$ cat src/rtl/seven_segment_scanner.sv
// Time-multiplexed common-anode 7-segment driver fed from a snapshot of the BCD digit bus.
// Optional leading-zero blanking is compiled in by defining LEADING_ZERO_BLANK_EN.
module seven_segment_scanner #(
    parameter int NUMBER_OF_DIGITS   = 4,
    parameter int REFRESH_DIVIDE     = 50000,
    parameter int ACTIVE_LOW_OUTPUTS = 1
) (
    input  logic                          clk,
    input  logic                          rst,
    input  logic                          enable,
    input  logic                          load,
    input  logic [NUMBER_OF_DIGITS*4-1:0] digitsIn,
    input  logic [NUMBER_OF_DIGITS-1:0]   dpIn,
    output logic [NUMBER_OF_DIGITS-1:0]   anodes,
    output logic [6:0]                    segments,
    output logic                          dp,
    output logic                          digitStrobe
);

    localparam int PRESCALE_W = (REFRESH_DIVIDE > 1) ? $clog2(REFRESH_DIVIDE) : 1;
    localparam int INDEX_W    = $clog2(NUMBER_OF_DIGITS);
    localparam logic [PRESCALE_W-1:0] PRESCALE_LAST = PRESCALE_W'(REFRESH_DIVIDE - 1);
    localparam logic [INDEX_W-1:0]    INDEX_LAST    = INDEX_W'(NUMBER_OF_DIGITS - 1);
    localparam logic                  INVERT        = (ACTIVE_LOW_OUTPUTS != 0);

    localparam logic [NUMBER_OF_DIGITS-1:0] ANODE_MASK = {NUMBER_OF_DIGITS{INVERT}};
    localparam logic [6:0]                  SEG_MASK   = {7{INVERT}};

    // Segment pattern {g,f,e,d,c,b,a}, active-high; non-BCD codes show a dash.
    function automatic logic [6:0] decode_bcd(input logic [3:0] value);
        logic [6:0] pattern;
        case (value)
            4'd0:    pattern = 7'b0111111;
            4'd1:    pattern = 7'b0000110;
            4'd2:    pattern = 7'b1011011;
            4'd3:    pattern = 7'b1001111;
            4'd4:    pattern = 7'b1100110;
            4'd5:    pattern = 7'b1101101;
            4'd6:    pattern = 7'b1111101;
            4'd7:    pattern = 7'b0000111;
            4'd8:    pattern = 7'b1111111;
            4'd9:    pattern = 7'b1101111;
            default: pattern = 7'b1000000;
        endcase
        return pattern;
    endfunction

    logic [PRESCALE_W-1:0]         prescaler_reg, prescaler_next;
    logic [INDEX_W-1:0]            index_reg, index_next;
    logic [NUMBER_OF_DIGITS*4-1:0] snap_digits_reg, snap_digits_next;
    logic [NUMBER_OF_DIGITS-1:0]   snap_dp_reg, snap_dp_next;
    logic                          strobe_reg, strobe_next;
    logic [NUMBER_OF_DIGITS-1:0]   anodes_reg, anodes_next;
    logic [6:0]                    segments_reg, segments_next;
    logic                          dp_reg, dp_next;

    logic [3:0]                    snap_digit [NUMBER_OF_DIGITS];
    logic [NUMBER_OF_DIGITS-1:0]   anode_onehot;
    logic [NUMBER_OF_DIGITS-1:0]   blank_vec;

    genvar gi;
    generate
        for (gi = 0; gi < NUMBER_OF_DIGITS; gi++) begin : g_digit
            assign snap_digit[gi]   = snap_digits_reg[4*gi +: 4];
            assign anode_onehot[gi] = (index_reg == INDEX_W'(gi));
        end
    endgenerate

`ifdef LEADING_ZERO_BLANK_EN
    // A digit is blanked while it and everything above it is zero with no dp set.
    generate
        for (gi = 0; gi < NUMBER_OF_DIGITS; gi++) begin : g_blank
            if (gi == 0) begin : g_lsd
                assign blank_vec[gi] = 1'b0;
            end else if (gi == NUMBER_OF_DIGITS - 1) begin : g_msd
                assign blank_vec[gi] = (snap_digit[gi] == 4'd0) && !snap_dp_reg[gi];
            end else begin : g_mid
                assign blank_vec[gi] = (snap_digit[gi] == 4'd0) && !snap_dp_reg[gi]
                                       && blank_vec[gi+1];
            end
        end
    endgenerate
`else
    assign blank_vec = '0;
`endif

    // Scan prescaler, index and strobe.
    always_comb begin
        prescaler_next = prescaler_reg;
        index_next     = index_reg;
        strobe_next    = 1'b0;
        if (enable) begin
            if (prescaler_reg == PRESCALE_LAST) begin
                prescaler_next = '0;
                strobe_next    = 1'b1;
                index_next     = (index_reg == INDEX_LAST) ? '0 : index_reg + 1'b1;
            end else begin
                prescaler_next = prescaler_reg + 1'b1;
            end
        end
    end

    always_comb begin
        snap_digits_next = snap_digits_reg;
        snap_dp_next     = snap_dp_reg;
        if (load) begin
            snap_digits_next = digitsIn;
            snap_dp_next     = dpIn;
        end
    end

    // Outputs reflect the pre-edge index and snapshot, so loads appear one edge later.
    always_comb begin
        anodes_next   = ANODE_MASK;
        segments_next = SEG_MASK;
        dp_next       = INVERT;
        if (enable) begin
            anodes_next   = anode_onehot ^ ANODE_MASK;
            segments_next = (blank_vec[index_reg] ? 7'd0 : decode_bcd(snap_digit[index_reg]))
                            ^ SEG_MASK;
            dp_next       = snap_dp_reg[index_reg] ^ INVERT;
        end
    end

    always_ff @(posedge clk) begin
        if (!rst) begin
            prescaler_reg   <= '0;
            index_reg       <= '0;
            snap_digits_reg <= '0;
            snap_dp_reg     <= '0;
            strobe_reg      <= 1'b0;
            anodes_reg      <= ANODE_MASK;
            segments_reg    <= SEG_MASK;
            dp_reg          <= INVERT;
        end else begin
            prescaler_reg   <= prescaler_next;
            index_reg       <= index_next;
            snap_digits_reg <= snap_digits_next;
            snap_dp_reg     <= snap_dp_next;
            strobe_reg      <= strobe_next;
            anodes_reg      <= anodes_next;
            segments_reg    <= segments_next;
            dp_reg          <= dp_next;
        end
    end

    assign anodes      = anodes_reg;
    assign segments    = segments_reg;
    assign dp          = dp_reg;
    assign digitStrobe = strobe_reg;

endmodule

$ cat config.mk
export PLATFORM = sky130hd
export DESIGN_NAME = seven_segment_scanner
export DESIGN_NICKNAME = d
export VERILOG_FILES = /design/src/rtl/seven_segment_scanner.sv
export SDC_FILE = /design/constraint.sdc
export NUM_CORES = 1
export LEC_CHECK = 0
export CAP_MARGIN = 0
export CORE_MARGIN = 8
export CORE_UTILIZATION = 56
export DETAILED_ROUTE_END_ITERATION = 16
export GPL_ROUTABILITY_DRIVEN = 1
export PLACE_DENSITY_LB_ADDON = 0.12
export SKIP_LAST_GASP = 1
export SYNTH_ARGS = -nofsm -noshare
export SYNTH_HDL_FRONTEND = slang
export SYNTH_SLANG_ARGS = --single-unit
$ cat constraint.sdc
create_clock -name clk -period 4.1 [get_ports clk]
set_input_delay 1.23 -clock clk [delete_from_list [all_inputs] [get_ports clk]]
set_output_delay 1.23 -clock clk [all_outputs]
set_load 0.1 [all_outputs]
==> impl_results.md, run 1 <==
* Cell variety after synth at 37
* Kind of critical path: reg -> out
* Die area at 6220 um2
* RSZ-0062 raised after global routing: false
* Via count at 1591
* Setup bufs post-CTS at 0
* Tmin final at 2.98 ns
* CTS tree: built
* Worst rel slew slack at 35.3%
* F_max at 336 MHz
* Vias in the first global route at 1491
* Clk_skew at 0.00575 ns
* Chip Width at 78.9 um
* Crit path required time at 2.87 ns
* Placed Cells incl. Taps at 295
* Initial core utilization at 56.6%
* Register area share after synthesis at 46.1%
* Cells after Synth at 217
* CTS HTree Levels at 2
* Worst vdd ir at 0.232 mV
* Fin crit share at 72.6%
* Outcome: finished, final reports clean
* Clk_lat worst skew at 0.29 ns
* Slew Limit Fails at 0
* Min-delay worst type: reg -> reg
* Setup TNS Final at 0 ns
* Final instance area at 2690 um2
* Worst path cell trace: clkdlybuf4s50_1
* Pin count of the biggest net entering global routing at 21
* Synthesized area at 2210 um2
* Top Ports at 37
* Post-route ant nets at 0
* Chip Height at 78.9 um
* Clk root buf: clkbuf_8
* Placer Congestion at 0.861
* WL/cell at 13.4 um
* Grt ovf at 0
* Drt pass-1 iters at 4
* Yosys reg bits at 51
* Residual DRC at 0
* Total GRT Usage at 13.2%
* Most frequent cells in the layout: dfxtp_1, nor2_1, clkdlybuf4s50_1
* Clk sinks at 51
* WP buf/inv at 1
* Leak Pwr at 1.09 nW
* Hold Buf Count CTS at 0
* Maximum clock path buffer count at 2
* Layout net count at 287
* First-pass GRT wire length at 6.69 mm
* Row Count at 23
* Worst-margin pin slew at 0.968 ns
* Worst path slowest cell: clkdlybuf4s50_1
* Area growth, synth to finish at 21.5%
* CP Max Fanout at 1
* Max cap viols at 0
* Pre-CTS setup slack at 1.03 ns
* Setup ws final at 1.12 ns
* Std-Cell Core Area at 3910 um2
* Via/cell ratio at 5.27
* Arr. time, crit path at 1.75 ns
* Startpoint types: flop
* Number of CTS-inserted buffers at 5
* Pwr Density at 351 nW/um2
* Initial antenna violation count at 0
* CTS resizes at 0
* Net Count, Synth at 252
* Initial drt markers at 97
* CP peak stage delay at 1.13 ns
* DP Area at 2600 um2
* CP endpoint kind: primary output
* Setup violators final at 0
* Finished Layout Cells at 302
* Share of cells above drive strength 1 at 9.52%
* Post-DP HPWL at 3.01 mm
* Routed Wire Length at 4.03 mm
* Port Buffers at 36
* Synthesized area per cell at 10.2 um2
* Family with the most delay on the worst path: buffers and inverters
* Yosys warnings at 0
* CTS clk-pin slew, worst paths at 0.09 ns
* Commonest non-fill, non-tap cell in the layout: dfxtp_1
* Count of final hold-check violations at 0
* Diodes inserted at 0
==> cell type report <==
| class | count | area (um2) |
|---|---|---|
| fillers | 337 | 1220 |
| multi-input cells | 149 | 1120 |
| flip-flops and latches | 51 | 1020 |
| repair buffers | 38 | 375 |
| clock buffers | 6 | 82.6 |
| well taps | 50 | 62.6 |
| inverters | 7 | 26.3 |
| clock inverters | 1 | 5.00 |
==> final timing paths <==
| kind | startpoint | endpoint | slack [ns] | cells past startpoint |
|---|---|---|---|---|
| min | snap_digits_reg[1] | snap_digits_reg[1] | 0.49 | 2 |
| max | digitStrobe | digitStrobe | 1.12 | 1 |
| min reg2reg | snap_digits_reg[1] | snap_digits_reg[1] | 0.49 | 2 |
| max reg2reg | index_reg[0] | segments[5] | 2.05 | 6 |
==> cell families (layout without fill, tap and decap cells) <==
family          Yosys count  after routing  synth area share, %
simple gates             83             83                 19.4
mux                      27             27                 15.0
buf+inv                  17             52                 3.39
xor+xnor                 13             13                 5.14
flops                    51             51                 46.1
compound gates           15             15                 4.69
fa+ha+maj                11             11                 6.21
==> Yosys cell counts <==
cell,n,share of area [%]
dfxtp_1,51,46
nor2_1,38,6.4
mux2i_1,22,9.9
nand2_1,15,2.5
ha_1,11,6.2
xnor2_1,8,3.2
a21oi_1,7,1.6
clkbuf_1,6,1.0
inv_1,6,1.0
mux4_2,5,5.1
nand4_1,5,1.4
xor2_1,5,2.0
buf_2,3,0.68
nand3_1,3,0.68
nor4_1,3,0.85
o21ai_0,3,0.68
and4_1,2,0.79
and4bb_2,2,1.1
nand4_2,2,1.1
nor2b_1,2,0.56
nor3_1,2,0.45
a21boi_1,1,0.34
a22oi_1,1,0.34
and2_1,1,0.28
and3_1,1,0.28
and3_2,1,0.34
buf_6,1,0.51
clkinv_1,1,0.17
nand2b_1,1,0.28
nand4b_2,1,0.68
nor2b_2,1,0.40
nor4b_1,1,0.40
o2111ai_2,1,0.68
o21bai_1,1,0.34
o41ai_2,1,0.73
or3_1,1,0.28
or4_4,1,0.51
==> metal layers <==
layer	part of all wire (%)	vias to the layer above	global-route usage [%]
met3	6.7	4	4.63
met4	0.97	0	4.63
met5	0	-	0
met2	44	39	20.3
met1	48	735	16.9
li1	-	813	-
==> per-stage QoR <==
stage	hold slack, ns	power (mW)	util [%]
after floorplan	0.455	0.628	-
after global placement	0.466	0.672	66.5
after detailed placement	0.481	0.674	66.5
after CTS	0.502	0.952	68.8
after global routing	0.525	0.984	68.8
final	0.493	0.943	68.8
==> tightest hold or removal path, delay by kind of cell (launching register included) <==
family           cells  cell delay [ns]
DFF                  1             0.33
and+or+nand+nor      1             0.07
muxes                1             0.06
==> power breakdown <==
group	internal (mW)	switching [mW]	total (mW)	leakage (nW)
sequential	0.515	0.00916	0.524	0.418
clock	0.133	0.149	0.282	0.0470
combinational	0.0550	0.0828	0.138	0.623
Power figures use the tool's default switching activity.
==> run 2: changes to the inputs <==
- CORE_UTILIZATION: 56 -> 52
- clock period: 4.1 -> 3 ns (I/O delays scaled with it)
==> run 2 against run 1 <==
Non-clock buffer count up 2. Die area up 6.1%. Clock skew down 0.00091 ns. First-iteration DRC count down 13%. Worst hold slack better by 0.0062 ns. Sequential power up 37%. Worst setup slack worse by 0.30 ns. Final area down 0.65%. Global-route usage up 0.31 points. Critical path depth up 4. Power up 37%. Clock-buffer cell count unchanged. Critical endpoint is now prescaler_reg[13]. Highest routed layer unchanged.
==> impl_results.md, run 2 (synthesized netlist as in run 1, its figures left out) <==
* Fin crit share at 72.8%
* Register-to-register setup slack at 0.94 ns
* Pwr Density at 485 nW/um2
* Slew Limit Fails at 0
* First-pass GRT wire length at 7.03 mm
* Post-route ant nets at 0
* CTS HTree Levels at 2
* Finished Layout Cells at 304
* Grt ovf at 0
* Worst rel slew slack at 67.0%
* Post-DP HPWL at 3.14 mm
* Residual DRC at 0
* Count of final hold-check violations at 0
* Via/cell ratio at 5.19
* Number of CTS-inserted buffers at 5
* Share of cells above drive strength 1 at 15.4%
* Kind of critical path: in -> reg
* Die area at 6600 um2
* DP Area at 2590 um2
* Std-Cell Core Area at 4060 um2
* Via count at 1579
* Switching Share at 26.0%
* CTS tree: built
* Clk_lat worst skew at 0.30 ns
* Arr. time, crit path at 2.35 ns
* Min-delay worst type: reg -> reg
* Clk root buf: clkbuf_8
* Leak Pwr at 1.10 nW
* Chip Height at 81.3 um
* Commonest non-fill, non-tap cell in the layout: dfxtp_1
* Worst-margin pin slew at 0.495 ns
* Comb power frac at 14.4%
* Setup violators final at 0
* Tmin final at 2.18 ns
* Layout net count at 289
* NetSw at 0.338 mW
* Startpoint types: primary input
* Chip Width at 81.3 um
* CP endpoint kind: flop
* Final instance area at 2670 um2
* Maximum clock path buffer count at 2
* Top Ports at 37
* RSZ-0062 raised after global routing: false
* Routed Wire Length at 4.20 mm
* Max cap viols at 0
* F_max at 458 MHz
* Clk_skew at 0.00484 ns
* Area growth, synth to finish at 20.7%
* Most frequent cells in the layout: dfxtp_1, nor2_1, clkdlybuf4s50_1
* Initial drt markers at 84
* CP Max Fanout at 14
* Worst vdd ir at 0.294 mV
* Setup bufs post-CTS at 0
* Int Pwr at 0.959 mW
* Sequential share of power at 55.2%
* Pin count of the biggest net entering global routing at 21
* Crit path required time at 3.17 ns
* Diodes inserted at 0
* Clk sinks at 51
* Hold WS at 0.499 ns
* Total GRT Usage at 13.5%
* CTS clk-pin slew, worst paths at 0.09 ns
* Outcome: finished, final reports clean
* Port Buffers at 36
* Drt pass-1 iters at 4
* Initial core utilization at 54.6%
* Vias in the first global route at 1495
* Row Count at 23
* Placer Congestion at 0.815
* CTS resizes at 0
* Clk network pwr share at 30.3%
* WL/cell at 13.8 um
* Initial antenna violation count at 0
* Setup TNS Final at 0 ns
* Hold Buf Count CTS at 0
* Placed Cells incl. Taps at 297
-- run 2: cell count changes in the layout (fill, tap and decap cells not counted), sizes merged --
cell           before  now
buf                 2   17
clkdlybuf4s50      36   23
-- run 2: worst paths after layout --
check                            from                   to  depth (start not counted)
setup reg to reg         index_reg[0]          segments[5]                          6
hold / removal    snap_digits_reg[12]  snap_digits_reg[12]                          2
setup / recovery               enable    prescaler_reg[13]                          5
hold reg to reg   snap_digits_reg[12]  snap_digits_reg[12]                          2
-- run 2: critical path: stages --
cell             delay [ns]
clkdlybuf4s50_1        0.48
nand4_1                0.11
nand4b_2               0.32
nand2_1                0.44
nor2_1                 0.10
-- run 2: stage by stage --
stage          utilization (%)  power, mW  setup slack (ns)
2_1_floorplan                -      0.858             0.978
3_3_place_gp              63.7      0.918             0.514
3_5_place_dp              63.7      0.920             0.502
4_1_cts                   65.9       1.31             0.817
5_1_grt                   65.9       1.36             0.677
6_report                  65.9       1.30             0.817
-- run 2: layout make-up --
| type | instances | area, um2 |
|---|---|---|
| clock buffers | 6 | 82.6 |
| clock inverters | 1 | 5.00 |
| fillers | 348 | 1380 |
| inverters | 7 | 26.3 |
| multi-input cells | 149 | 1120 |
| flip-flops and latches | 51 | 1020 |
| well taps | 50 | 62.6 |
| repair buffers | 40 | 358 |
-- run 2: power groups by stage --
stage	logic (mW)	clock network [mW]	registers, mW
6_report	0.187	0.393	0.716
5_1_grt	0.201	0.442	0.720
4_1_cts	0.189	0.406	0.716
3_5_place_dp	0.188	0	0.732
3_3_place_gp	0.186	0	0.731
2_1_floorplan	0.0686	0	0.790
-- run 2: metal layers --
metal	share of wire (%)	global-route usage, %	vias up
met1	47	17.8	724
met3	6.3	3.75	6
met4	1.6	6.43	0
met2	45	20.0	38
met5	0	0	-
li1	-	-	811
